**src/rtl/sprite_motion.sv**
```systemverilog
// sprite_motion: frame-rate motion controller for one on-screen sprite.
// Arrow-style keycodes set the velocity, space toggles pause on its rising
// edge, and each axis handles its screen walls by bouncing, stopping or
// wrapping. Motion decided on an edge is applied on that same edge.
module sprite_motion #(
    parameter int WIDTH    = 10,
    parameter int X_MIN    = 0,
    parameter int X_MAX    = 639,
    parameter int Y_MIN    = 0,
    parameter int Y_MAX    = 479,
    parameter int X_CENTER = 320,
    parameter int Y_CENTER = 240,
    parameter int SIZE     = 4,
    parameter int STEP     = 1
) (
    input  logic             Reset,
    input  logic             frame_clk,
    input  logic [7:0]       keycode,
    input  logic [1:0]       mode,
    output logic [WIDTH-1:0] pos_x,
    output logic [WIDTH-1:0] pos_y,
    output logic [WIDTH-1:0] vel_x,
    output logic [WIDTH-1:0] vel_y,
    output logic [WIDTH-1:0] size,
    output logic             hit_x,
    output logic             hit_y,
    output logic [1:0]       state
);

    typedef enum logic [1:0] {
        IDLE   = 2'b00,
        MOVING = 2'b01,
        PAUSED = 2'b10
    } state_t;

    typedef struct packed {
        logic [WIDTH-1:0] pos;
        logic [WIDTH-1:0] vel;
        logic             hit;
    } axis_t;

    localparam logic [7:0] KEY_LEFT  = 8'h04;
    localparam logic [7:0] KEY_RIGHT = 8'h07;
    localparam logic [7:0] KEY_DOWN  = 8'h16;
    localparam logic [7:0] KEY_UP    = 8'h1A;
    localparam logic [7:0] KEY_SPACE = 8'h2C;

    localparam logic [WIDTH-1:0] VEL_POS = WIDTH'(STEP);
    localparam logic [WIDTH-1:0] VEL_NEG = WIDTH'(-STEP);

    // Wall limits for the sprite centre, held two bits wider than a
    // position so that a step below zero compares as negative.
    localparam logic signed [WIDTH+1:0] X_LO = (WIDTH+2)'(X_MIN + SIZE);
    localparam logic signed [WIDTH+1:0] X_HI = (WIDTH+2)'(X_MAX - SIZE);
    localparam logic signed [WIDTH+1:0] Y_LO = (WIDTH+2)'(Y_MIN + SIZE);
    localparam logic signed [WIDTH+1:0] Y_HI = (WIDTH+2)'(Y_MAX - SIZE);

    state_t           state_q;
    logic [7:0]       prev_key;
    logic             is_dir;
    logic             space_edge;
    logic [WIDTH-1:0] key_vx;
    logic [WIDTH-1:0] key_vy;
    logic [WIDTH-1:0] vel_cx;
    logic [WIDTH-1:0] vel_cy;
    axis_t            next_x;
    axis_t            next_y;

    // One axis step: advance by the velocity, then apply the wall rule.
    // A wall only acts when the velocity actually points at it.
    function automatic axis_t wall_step(
        input logic [WIDTH-1:0]        pos,
        input logic [WIDTH-1:0]        vel,
        input logic [1:0]              wall_mode,
        input logic signed [WIDTH+1:0] lo,
        input logic signed [WIDTH+1:0] hi
    );
        axis_t                  r;
        logic signed [WIDTH+1:0] nxt;
        logic                   toward_hi;
        logic                   toward_lo;
        nxt       = $signed({2'b00, pos}) + $signed({{2{vel[WIDTH-1]}}, vel});
        toward_hi = !vel[WIDTH-1] && (vel != '0);
        toward_lo = vel[WIDTH-1];
        r.pos     = nxt[WIDTH-1:0];
        r.vel     = vel;
        r.hit     = 1'b0;
        case (wall_mode)
            2'b10: begin
                if (toward_hi && nxt > hi) begin
                    r.pos = lo[WIDTH-1:0];
                    r.hit = 1'b1;
                end else if (toward_lo && nxt < lo) begin
                    r.pos = hi[WIDTH-1:0];
                    r.hit = 1'b1;
                end
            end
            2'b01: begin
                if (toward_hi && nxt >= hi) begin
                    r.pos = hi[WIDTH-1:0];
                    r.vel = '0;
                    r.hit = 1'b1;
                end else if (toward_lo && nxt <= lo) begin
                    r.pos = lo[WIDTH-1:0];
                    r.vel = '0;
                    r.hit = 1'b1;
                end
            end
            default: begin
                if (toward_hi && nxt >= hi) begin
                    r.pos = hi[WIDTH-1:0];
                    r.vel = VEL_NEG;
                    r.hit = 1'b1;
                end else if (toward_lo && nxt <= lo) begin
                    r.pos = lo[WIDTH-1:0];
                    r.vel = VEL_POS;
                    r.hit = 1'b1;
                end
            end
        endcase
        return r;
    endfunction

    // Decode the keycode and compute both candidate next-axis states.
    always_comb begin
        // NOTE: every signal gets a default first so no path leaves it unassigned and infers a latch.
        is_dir = 1'b1;
        key_vx = '0;
        key_vy = '0;
        case (keycode)
            KEY_LEFT:  key_vx = VEL_NEG;
            KEY_RIGHT: key_vx = VEL_POS;
            KEY_UP:    key_vy = VEL_NEG;
            KEY_DOWN:  key_vy = VEL_POS;
            default:   is_dir = 1'b0;
        endcase
        space_edge = (keycode == KEY_SPACE) && (prev_key != KEY_SPACE);
        vel_cx     = is_dir ? key_vx : vel_x;
        vel_cy     = is_dir ? key_vy : vel_y;
        next_x     = wall_step(pos_x, vel_cx, mode, X_LO, X_HI);
        next_y     = wall_step(pos_y, vel_cy, mode, Y_LO, Y_HI);
    end

    // Frame-rate state machine with registered position, velocity and hit pulses.
    always_ff @(posedge frame_clk or posedge Reset) begin
        if (Reset) begin
            state_q  <= IDLE;
            prev_key <= '0;
            pos_x    <= WIDTH'(X_CENTER);
            pos_y    <= WIDTH'(Y_CENTER);
            vel_x    <= '0;
            vel_y    <= '0;
            hit_x    <= 1'b0;
            hit_y    <= 1'b0;
        end else begin
            // NOTE: sequential state uses non-blocking assignments so every register samples pre-edge values.
            prev_key <= keycode;
            hit_x    <= 1'b0;
            hit_y    <= 1'b0;
            case (state_q)
                IDLE: begin
                    if (is_dir) begin
                        pos_x   <= next_x.pos;
                        vel_x   <= next_x.vel;
                        hit_x   <= next_x.hit;
                        pos_y   <= next_y.pos;
                        vel_y   <= next_y.vel;
                        hit_y   <= next_y.hit;
                        state_q <= MOVING;
                    end
                end
                MOVING: begin
                    if (space_edge) begin
                        state_q <= PAUSED;
                    end else begin
                        pos_x <= next_x.pos;
                        vel_x <= next_x.vel;
                        hit_x <= next_x.hit;
                        pos_y <= next_y.pos;
                        vel_y <= next_y.vel;
                        hit_y <= next_y.hit;
                    end
                end
                PAUSED: begin
                    if (space_edge) begin
                        state_q <= MOVING;
                    end
                end
                default: state_q <= IDLE;
            endcase
        end
    end

    assign state = state_q;
    assign size  = WIDTH'(SIZE);

endmodule

```
**config.mk**
```make
export PLATFORM = sky130hd
export DESIGN_NAME = sprite_motion
export DESIGN_NICKNAME = d
export VERILOG_FILES = /design/src/rtl/sprite_motion.sv
export SDC_FILE = /design/constraint.sdc
export NUM_CORES = 1
export LEC_CHECK = 0
export ABC_AREA = 1
export BUFFER_PORTS_ARGS = -buffer_cell sky130_fd_sc_hd__buf_2
export CORE_MARGIN = 2
export CORE_UTILIZATION = 64
export CTS_CLUSTER_DIAMETER = 40
export DETAILED_ROUTE_END_ITERATION = 6
export GPL_ROUTABILITY_DRIVEN = 0
export PLACE_DENSITY_LB_ADDON = 0.08
export REMOVE_ABC_BUFFERS = 1
export SLEW_MARGIN = 20
export SYNTH_ARGS = -nofsm -noshare
export SYNTH_HDL_FRONTEND = slang
export SYNTH_SLANG_ARGS = --single-unit
```
**constraint.sdc**
```tcl
create_clock -name frame_clk -period 5.95 [get_ports frame_clk]
set_clock_uncertainty 0.1 [all_clocks]
set_input_delay 0.2975 -clock frame_clk [delete_from_list [all_inputs] [get_ports frame_clk]]
set_output_delay 0.2975 -clock frame_clk [all_outputs]
set_load 0.05 [all_outputs]
```
==> flow_summary_export.csv, run 1 <==
group,metric,value,unit
global_route,grt_max_degree,53,
routing,viasPerCell,5.525,
cts,cts_root_buf,"clkbuf_8",
floorplan,coreArea,7807,um^2
global_route,grt_pass1_vias,4925,
floorplan,dieWidth,94.24,um
critical_path,cpMaxStageDelayCell,"ha_1",
global_route,grt_pass1_wl,23.15,mm
critical_path,cp_top_family,"simple AND/OR/NAND/NOR gates",
sta,rsz0062_at_grt,"false",
finish,drive_gt1_share,13.38,%
finish,antenna_cells,0,
finish,regArea,1309,um^2
critical_path,cp-end-kind,"flop",
logic_synthesis,synth.top_cells.by_count,"nand2_1, nor2_1, inv_1",
critical_path,cp.required,6.09,ns
critical_path,path_common_cell,"nand2_1",
floorplan,io_pins,66,
sta,hold_slack,0.01438,ns
sta,tns,0,ns
routing,wirelength,13.77,mm
cts,cts_buffer_depth,2,
min_path,min_to,"prev_key[1]",
global_route,track_usage,32.59,%
logic_synthesis,yosys_warnings,0,
min_path,hold_class,"in2reg",
logic_synthesis,synth_area_leaders,"nand2_1, dfrtp_1, nor2_1",
routing,wl_per_cell,13.69,um
critical_path,cp_cell_sequence,"buf_2 -> inv_1 -> nand2_1 -> nor2_4 -> nand3_4 -> nand2_8 -> nand2_4 -> nand2_1 -> inv_1 -> ha_1 -> nand2_1 -> nor2_1 -> nand3_1 -> nand3_1 -> inv_1 -> nand3_2 -> nand2_2 -> nand3_1 -> nand3_2 -> nand2_1 -> nand3_1 -> nand2_2 -> nand2_1 -> a21oi_1",
logic_synthesis,synth_cells,861,
sta,hold_violations,0,
sta,maxSlewViolCount,0,
sta,finalSetupViolCount,0,
finish,multi_input_area,3352,um^2
placement,dp.cells,998,
floorplan,start_util,66.75,%
run_status,status,"completed",
critical_path,r2r_end,"vel_y[6]",
critical_path,crit_fanout,18,
cts,h-tree-depth,2,
min_path,hp-start,"keycode[1]",
sta,worst_slew_pin_slew,0.9095,ns
global_route,gr-total-overflow,0,
critical_path,cpPeakStageDelay,0.37,ns
cts,cts_buffers,5,
critical_path,crit_buf_inv,4,
critical_path,r2r_setup_slack,2.49,ns
cts,cts_setup_buffers,0,
sta,fmax,0.2632,GHz
logic_synthesis,synth_cell_types,40,
finish,fin_cells,1006,
run,drv_cap,0,
critical_path,crit_type,"in2reg",
placement,dp_hpwl,10.47,mm
logic_synthesis,synthArstFlopShare,100.0,%
cts,cts_tree,"built",
routing,firstDrtPassIters,5,
floorplan,die_y,94.24,um
min_path,worstHoldPathCells,1,
critical_path,cp.arrival,3.94,ns
logic_synthesis,synth_ff_type,"dfrtp_1",
routing,ant_nets,0,
sta,fin_crit,3.800,ns
logic_synthesis,ys_seq_area_share,25.11,%
finish,fin_util,71.78,%
placement,port_buffers,55,
logic_synthesis,ys_seq_elements,52,
critical_path,reg2reg_from,"vel_y[3]",
critical_path,rr_worst_depth,18,
finish,fin_nets,941,
cts,clock_sinks,52,
cts,clk_pin_slew_worst_paths,0.10,ns
cts,cts_hold_buf,0,
routing,vias,5558,
floorplan,fp-row-count,32,
logic_synthesis,synth_top_area_share,23.05,%
routing,drc,0,
critical_path,startpoint_type,"primary input",
finish,fill_cells,715,
logic_synthesis,syn-cell-area,5211,um^2
logic_synthesis,synth-edff-count,0,
cts,cts_resized,0,
floorplan,dieArea,8880,um^2
routing,drtIter0Drc,482,
finish,syn_to_final_growth,7.539,%
sta,max_slew_margin,39.29,%
logic_synthesis,post-synth-top-area-cell,"nand2_1",
cts,clock_latency,0.31,ns
logic_synthesis,syn_avg_cell_area,6.053,um^2
sta,period_share,63.86,%
logic_synthesis,yosysMostFrequentCell,"nand2_1",
global_route,antenna_found_initial,0,
==> final cells by class <==
class | instances | share of cell area (%)
Clock inverter | 2 | 0.6921
Tap cell | 102 | 2.277
Sequential cell | 52 | 23.35
Timing Repair Buffer | 58 | 5.314
Clock buffer | 6 | 1.474
Inverter | 104 | 7.077
Multi-Input combinational cell | 682 | 59.81
==> worst reg2reg max path, delay by kind of cell (launching register included) <==
kind | cells | cell delay (ns)
adder cells (fa/ha/maj) | 1 | 0.37
AO/OA/AOI/OAI | 1 | 0.14
buffers and inverters | 2 | 0.18
AND/OR/NAND/NOR | 14 | 2.15
flip-flops | 1 | 0.43
==> metal layers <==
metal  track usage, %  share of wire [%]  vias to the layer above
met5                0                  0                        -
met4            8.454                1.5                        0
met3            4.093                8.7                       21
met2            52.38                 46                      256
met1            46.45                 44                     2520
li1                 -                  -                     2761
==> per-stage QoR <==
step	area [um^2]	setup slack [ns]
global placement	5482	2.028
global route	5604	1.788
finish	5604	2.150
detailed placement	5482	1.851
CTS	5603	2.188
floorplan	5056	2.626
==> cells by family (layout without fill, tap and decap cells) <==
| kind of cell | count (synthesis) | in the layout | share of synthesized area (%) |
|---|---|---|---|
| simple gates | 591 | 591 | 50.56 |
| buf+inv | 135 | 170 | 11.14 |
| flops | 52 | 52 | 25.11 |
| compound gates | 50 | 50 | 5.306 |
| fa+ha+maj | 26 | 26 | 6.531 |
| xor+xnor | 5 | 5 | 1.201 |
| other cells | 2 | 10 | 0.1441 |
==> how the worst max path moves through the flow <==
stage               startpoint       end  slack, ns  cells after the start
finish              keycode[5]  vel_y[6]       2.15                     24
global route        keycode[5]  vel_y[1]       1.79                     24
CTS                 keycode[5]  vel_y[7]       2.19                     24
detailed placement  keycode[5]  vel_y[7]       1.85                     24
floorplan           keycode[5]  vel_y[1]       2.63                     23
global placement    keycode[5]  vel_y[7]       2.03                     24
==> sequential cells by signal (all words and copies together), names as in the netlist <==
name / cells
prev_key: 8
pos_x: 10
hit_y: 1
hit_x: 1
vel_x: 10
pos_y: 10
state: 2
vel_y: 10
==> placed cells by master (no fill, tap or decap), types with 6 or more instances in the layout <==
master,netlist,routed
nand4_1,13,13
inv_1,100,99
ha_1,24,24
nor2_1,124,124
dfrtp_1,46,46
buf_2,4,55
nand3b_1,16,16
conb_1,2,10
a21oi_1,38,38
clkbuf_8,0,6
nand2_2,11,11
nor2_2,8,8
dfstp_2,6,6
nand3_1,67,67
nand2_1,320,320
nor3_1,10,10
Power of run 1 is not shown: default switching activity piles up to over one toggle a cycle in this logic, so the estimate is an artifact.
==> run 2: changes to the inputs <==
--- a/config.mk
+++ b/config.mk
@@ -8,7 +8,7 @@
 export ABC_AREA = 1
 export BUFFER_PORTS_ARGS = -buffer_cell sky130_fd_sc_hd__buf_2
 export CORE_MARGIN = 2
-export CORE_UTILIZATION = 64
+export CORE_UTILIZATION = 60
 export CTS_CLUSTER_DIAMETER = 40
 export DETAILED_ROUTE_END_ITERATION = 6
 export GPL_ROUTABILITY_DRIVEN = 0
==> constraint.sdc (replaced) <==
create_clock -name frame_clk -period 3.8 [get_ports frame_clk]
set_clock_uncertainty 0.1 [all_clocks]
set_input_delay 0.19 -clock frame_clk [delete_from_list [all_inputs] [get_ports frame_clk]]
set_output_delay 0.19 -clock frame_clk [all_outputs]
set_load 0.05 [all_outputs]
==> run 2 against run 1 <==
The run now ends with design-rule violations left. Critical endpoint is now vel_x[3]. Worst hold slack better by 0.075 ns. Non-clock buffer count is 20 higher. Via count barely moved. Critical path depth is 1 lower. Sequential cell count stayed put. Die area rose by 6.4%. Sequential share of layout area down 0.66 points. Count of clock-buffer cells in the layout is 1 lower. Wire length grew 1.5%. Final area up 2.9%. First-iteration DRC count grew 21%. Largest cell class unchanged. Register-to-register slack lost 2.0 ns.
==> flow_summary_export.csv, run 2 (same netlist as run 1, synthesis figures left out) <==
group,metric,value,unit
run_status,status,"finished with violations",
run_status,violations,"design-rule violations",
cts,cts_buffers,5,
routing,firstDrtPassIters,7,
global_route,antenna_found_initial,0,
global_route,grt_pass1_vias,5118,
cts,cts_setup_buffers,0,
sta,fin_crit,3.473,ns
floorplan,dieArea,9447,um^2
routing,drtIter0Drc,582,
routing,vias,5555,
routing,drc,1,
sta,worst_slew_pin_slew,0.7330,ns
sta,tns,0,ns
routing,wl_met1,6.172,mm
sta,period_share,91.39,%
cts,cts_root_buf,"clkbuf_8",
critical_path,crit_fanout,12,
sta,fmax,0.2879,GHz
routing,ant_nets,0,
sta,max_slew_margin,50.95,%
finish,fin_nets,961,
cts,clock_latency,0.33,ns
cts,h-tree-depth,2,
routing,wl_met2,6.514,mm
floorplan,start_util,62.79,%
routing,wl_per_cell,13.58,um
sta,finalSetupViolCount,0,
routing,wirelength,13.97,mm
floorplan,die_y,97.20,um
critical_path,cp.arrival,3.63,ns
finish,layout_commonest_cell,"nand2_1",
finish,final_cell_mix,"nand2_1, nor2_1, inv_1, nand3_1, buf_2",
routing,viasPerCell,5.398,
floorplan,coreArea,8299,um^2
global_route,track_usage,29.78,%
global_route,gr-total-overflow,0,
floorplan,dieWidth,97.20,um
cts,clk_pin_slew_worst_paths,0.11,ns
floorplan,fp-row-count,33,
global_route,grt_pass1_wl,23.55,mm
cts,clock_sinks,52,
finish,syn_to_final_growth,10.68,%
cts,cts_buffer_depth,2,
sta,rsz0062_at_grt,"false",
critical_path,cp-end-kind,"flop",
finish,antenna_cells,0,
finish,drive_gt1_share,14.29,%
floorplan,io_pins,66,
global_route,grt_max_degree,53,
min_path,worstHoldPathCells,4,
sta,hold_violations,0,
sta,maxSlewViolCount,0,
run,drv_cap,0,
routing,wl_met3,718,um
sta,hold_slack,0.08903,ns
placement,port_buffers,55,
critical_path,cp.required,3.95,ns
critical_path,startpoint_type,"primary input",
placement,dp_hpwl,10.48,mm
routing,maxUsedRoutingLayer,"met4",
critical_path,rr_worst_depth,17,
critical_path,crit_type,"in2reg",
cts,cts_tree,"built",
min_path,hold_class,"in2reg",
## run 2: changes by cell type in the layout (fill, tap and decap cells not counted), sizes merged
cell         previous run  this run
buf                    58        69
bufinv                  1         0
clkbuf                  6         5
clkinv                  2         0
dlygate4sd3             0         9
inv                   103       107
## run 2: per-stage QoR
step | cell area [um^2] | util, % | setup WS (ns) | instances
2_1_floorplan | 5056 | - | 0.5836 | 838
6_report | 5768 | 69.50 | 0.3270 | 1029
4_1_cts | 5768 | 69.50 | 0.3953 | 1029
5_1_grt | 5768 | 69.50 | 0.04381 | 1029
3_3_place_gp | 5580 | 67.24 | 0.1485 | 1012
3_5_place_dp | 5580 | 67.24 | 0.08303 | 1012
## run 2: layer usage
metal / vias up / track usage (%)
met5: - / 0
met4: 0 / 12.35
met3: 46 / 3.237
met2: 211 / 49.04
met1: 2510 / 39.91
li1: 2788 / -
## run 2: final cells by class
type	count	area [um^2]
Inverter	104	395.4
Clock inverter	3	28.78
Timing Repair Buffer	78	483.0
Multi-Input combinational cell	682	3352
Clock buffer	5	68.82
Sequential cell	52	1309
Tap cell	105	131.4
Fill cell	748	2531
## run 2: repair_timing
| action | in CTS | in global routing |
|---|---|---|
| hold buffers | 9 | 0 |
| endpoints found under the hold margin | 54 | 0 |
| gates resized for setup | 0 | 0 |
## run 2: worst max-delay path: stages
cell      delay (ns)
buf_2           0.12
inv_1           0.07
nand2_1         0.08
nor2_4          0.14
nand3_4         0.17
nand2_8         0.17
nand2_8         0.09
nand2_1         0.15
inv_1           0.06
ha_1            0.37
nand2_1         0.14
nand3_1         0.16
nand3_1         0.14
nand3_1         0.11
nand3b_2        0.22
nand2_2         0.13
o21a_1          0.13
nand2_1         0.09
nand2_2         0.30
nand3_1         0.17
nand2_2         0.19
nand2_1         0.08
a21oi_1         0.14
## run 2: final timing paths
check,slack [ns],start,endpoint
max,0.33,keycode[5],vel_x[3]
min,0.09,keycode[4],state[1]
max reg2reg,0.45,vel_x[2],vel_x[3]
min reg2reg,0.38,pos_y[5],pos_y[5]
max in group asynchronous,2.67,Reset,pos_y[0]
min in group asynchronous,0.48,Reset,prev_key[1]
Power of run 2 is left out for the same reason.
==> run 3: changes to the inputs <==
--- a/config.mk
+++ b/config.mk
@@ -8,7 +8,7 @@
 export ABC_AREA = 1
 export BUFFER_PORTS_ARGS = -buffer_cell sky130_fd_sc_hd__buf_2
 export CORE_MARGIN = 2
-export CORE_UTILIZATION = 60
+export CORE_UTILIZATION = 50
 export CTS_CLUSTER_DIAMETER = 40
 export DETAILED_ROUTE_END_ITERATION = 6
 export GPL_ROUTABILITY_DRIVEN = 0
==> run 3 against run 2 <==
The run now ends clean. Final area is 0.89% higher. Global-route usage is 3.0 points lower. Utilization is 13 points lower. First-iteration DRC count is 33% lower. Wire length is 3.8% higher. Cell count is 3.2% higher. Critical path depth is 2 higher. Die area is 19% higher. Non-clock buffer count is 2 higher. Register-to-register slack worse by 0.05 ns. Worst hold slack worse by 0.011 ns. Critical path type unchanged. Critical endpoint is now pos_y[7]. Highest routed layer unchanged.
==> flow_summary_export.csv, run 3 (same netlist as run 1, synthesis figures left out) <==
group,metric,value,unit
global_route,antenna_found_initial,0,
finish,fin_cells,1062,
floorplan,io_pins,66,
critical_path,cp.required,3.97,ns
run,drv_cap,0,
min_path,worstHoldPathCells,4,
finish,final_cell_mix,"nand2_1, nor2_1, inv_1, nand3_1, buf_2",
global_route,grt_pass1_wl,24.50,mm
placement,port_buffers,55,
cts,cts_root_buf,"clkbuf_8",
finish,drive_gt1_share,14.47,%
placement,dp_hpwl,11.14,mm
floorplan,coreArea,10230,um^2
cts,clock_latency,0.33,ns
critical_path,cpMaxStageDelayCell,"fa_1",
routing,wl_per_cell,13.66,um
finish,layout_commonest_cell,"nand2_1",
floorplan,start_util,50.94,%
critical_path,cp.arrival,3.63,ns
cts,cts_buffer_depth,2,
critical_path,r2r_setup_slack,0.40,ns
routing,wirelength,14.51,mm
finish,fin_util,56.88,%
sta,tns,0,ns
sta,hold_slack,0.07823,ns
critical_path,startpoint_type,"primary input",
critical_path,reg2reg_from,"vel_y[0]",
floorplan,dieArea,11260,um^2
finish,multi_input_area,3362,um^2
sta,hold_violations,0,
sta,rsz0062_at_grt,"false",
critical_path,crit_type,"in2reg",
placement,dp.cells,1045,
sta,max_slew_margin,45.10,%
critical_path,crit_fanout,11,
global_route,track_usage,26.81,%
critical_path,rr_worst_depth,19,
sta,fin_crit,3.460,ns
critical_path,endpoint,"pos_y[7]",
finish,regArea,1309,um^2
routing,drc,0,
cts,clock_sinks,52,
global_route,grt_max_degree,51,
finish,fill_cells,1088,
cts,h-tree-depth,2,
finish,fin_nets,963,
global_route,grt_pass1_vias,5146,
sta,worst_slew_pin_slew,0.8205,ns
finish,syn_to_final_growth,11.67,%
run_status,status,"completed",
cts,cts_setup_buffers,0,
floorplan,dieWidth,106.1,um
critical_path,path_common_cell,"nand2_1",
cts,cts_tree,"built",
sta,finalSetupViolCount,0,
floorplan,fp-row-count,37,
critical_path,crit_start,"keycode[7]",
sta,period_share,91.06,%
cts,cts_buffers,5,
routing,drtIter0Drc,389,
critical_path,cpPeakStageDelay,0.49,ns
routing,viasPerCell,5.175,
sta,maxSlewViolCount,0,
floorplan,die_y,106.1,um
min_path,hp-start,"keycode[4]",
finish,antenna_cells,0,
cts,clk_pin_slew_worst_paths,0.12,ns
sta,fmax,0.2890,GHz
min_path,hold_class,"in2reg",
critical_path,cp-end-kind,"flop",
routing,firstDrtPassIters,6,
global_route,gr-total-overflow,0,
routing,vias,5496,
critical_path,r2r_end,"pos_y[7]",
routing,ant_nets,0,
## run 3: worst max-delay path: cells and delay by family
| kind | cells | cell delay, ns |
|---|---|---|
| adder cells (fa/ha/maj) | 1 | 0.49 |
| buffers and inverters | 2 | 0.21 |
| AND/OR/NAND/NOR | 22 | 2.74 |
## run 3: worst min-delay path by stage
stage	end
2_1_floorplan	prev_key[0]
3_3_place_gp	vel_y[7]
3_5_place_dp	vel_y[6]
4_1_cts	state[1]
5_1_grt	state[1]
6_report	state[1]
## run 3: metal layers
layer | wire length (um) | GRT usage [%]
met1 | 6654 | 36.23
met2 | 6895 | 46.22
met3 | 659 | 2.575
met4 | 303 | 6.673
met5 | 0 | 0
## run 3: layout make-up
| type | instances | area share [%] |
|---|---|---|
| tap | 136 | 2.924 |
| clock buffer | 5 | 1.183 |
| inverter | 104 | 6.794 |
| multi-input combinational | 682 | 57.77 |
| clock inverter | 3 | 0.4945 |
| sequential | 52 | 22.49 |
| timing repair buffer | 80 | 8.342 |
## run 3: repair_timing
action | in CTS | in global routing
resized for setup | 0 | 2
hold endpoints to repair | 26 | 0
setup endpoints to repair | 0 | 9
hold buffers | 9 | 0
## run 3: through the flow
step | setup slack [ns] | instance area [um^2]
finish | 0.3397 | 5819
CTS | 0.3367 | 5809
global route | 0.01417 | 5819
detailed placement | -0.01182 | 5622
floorplan | 0.5836 | 5056
global placement | 0.1047 | 5622
Power of run 3 is left out for the same reason.
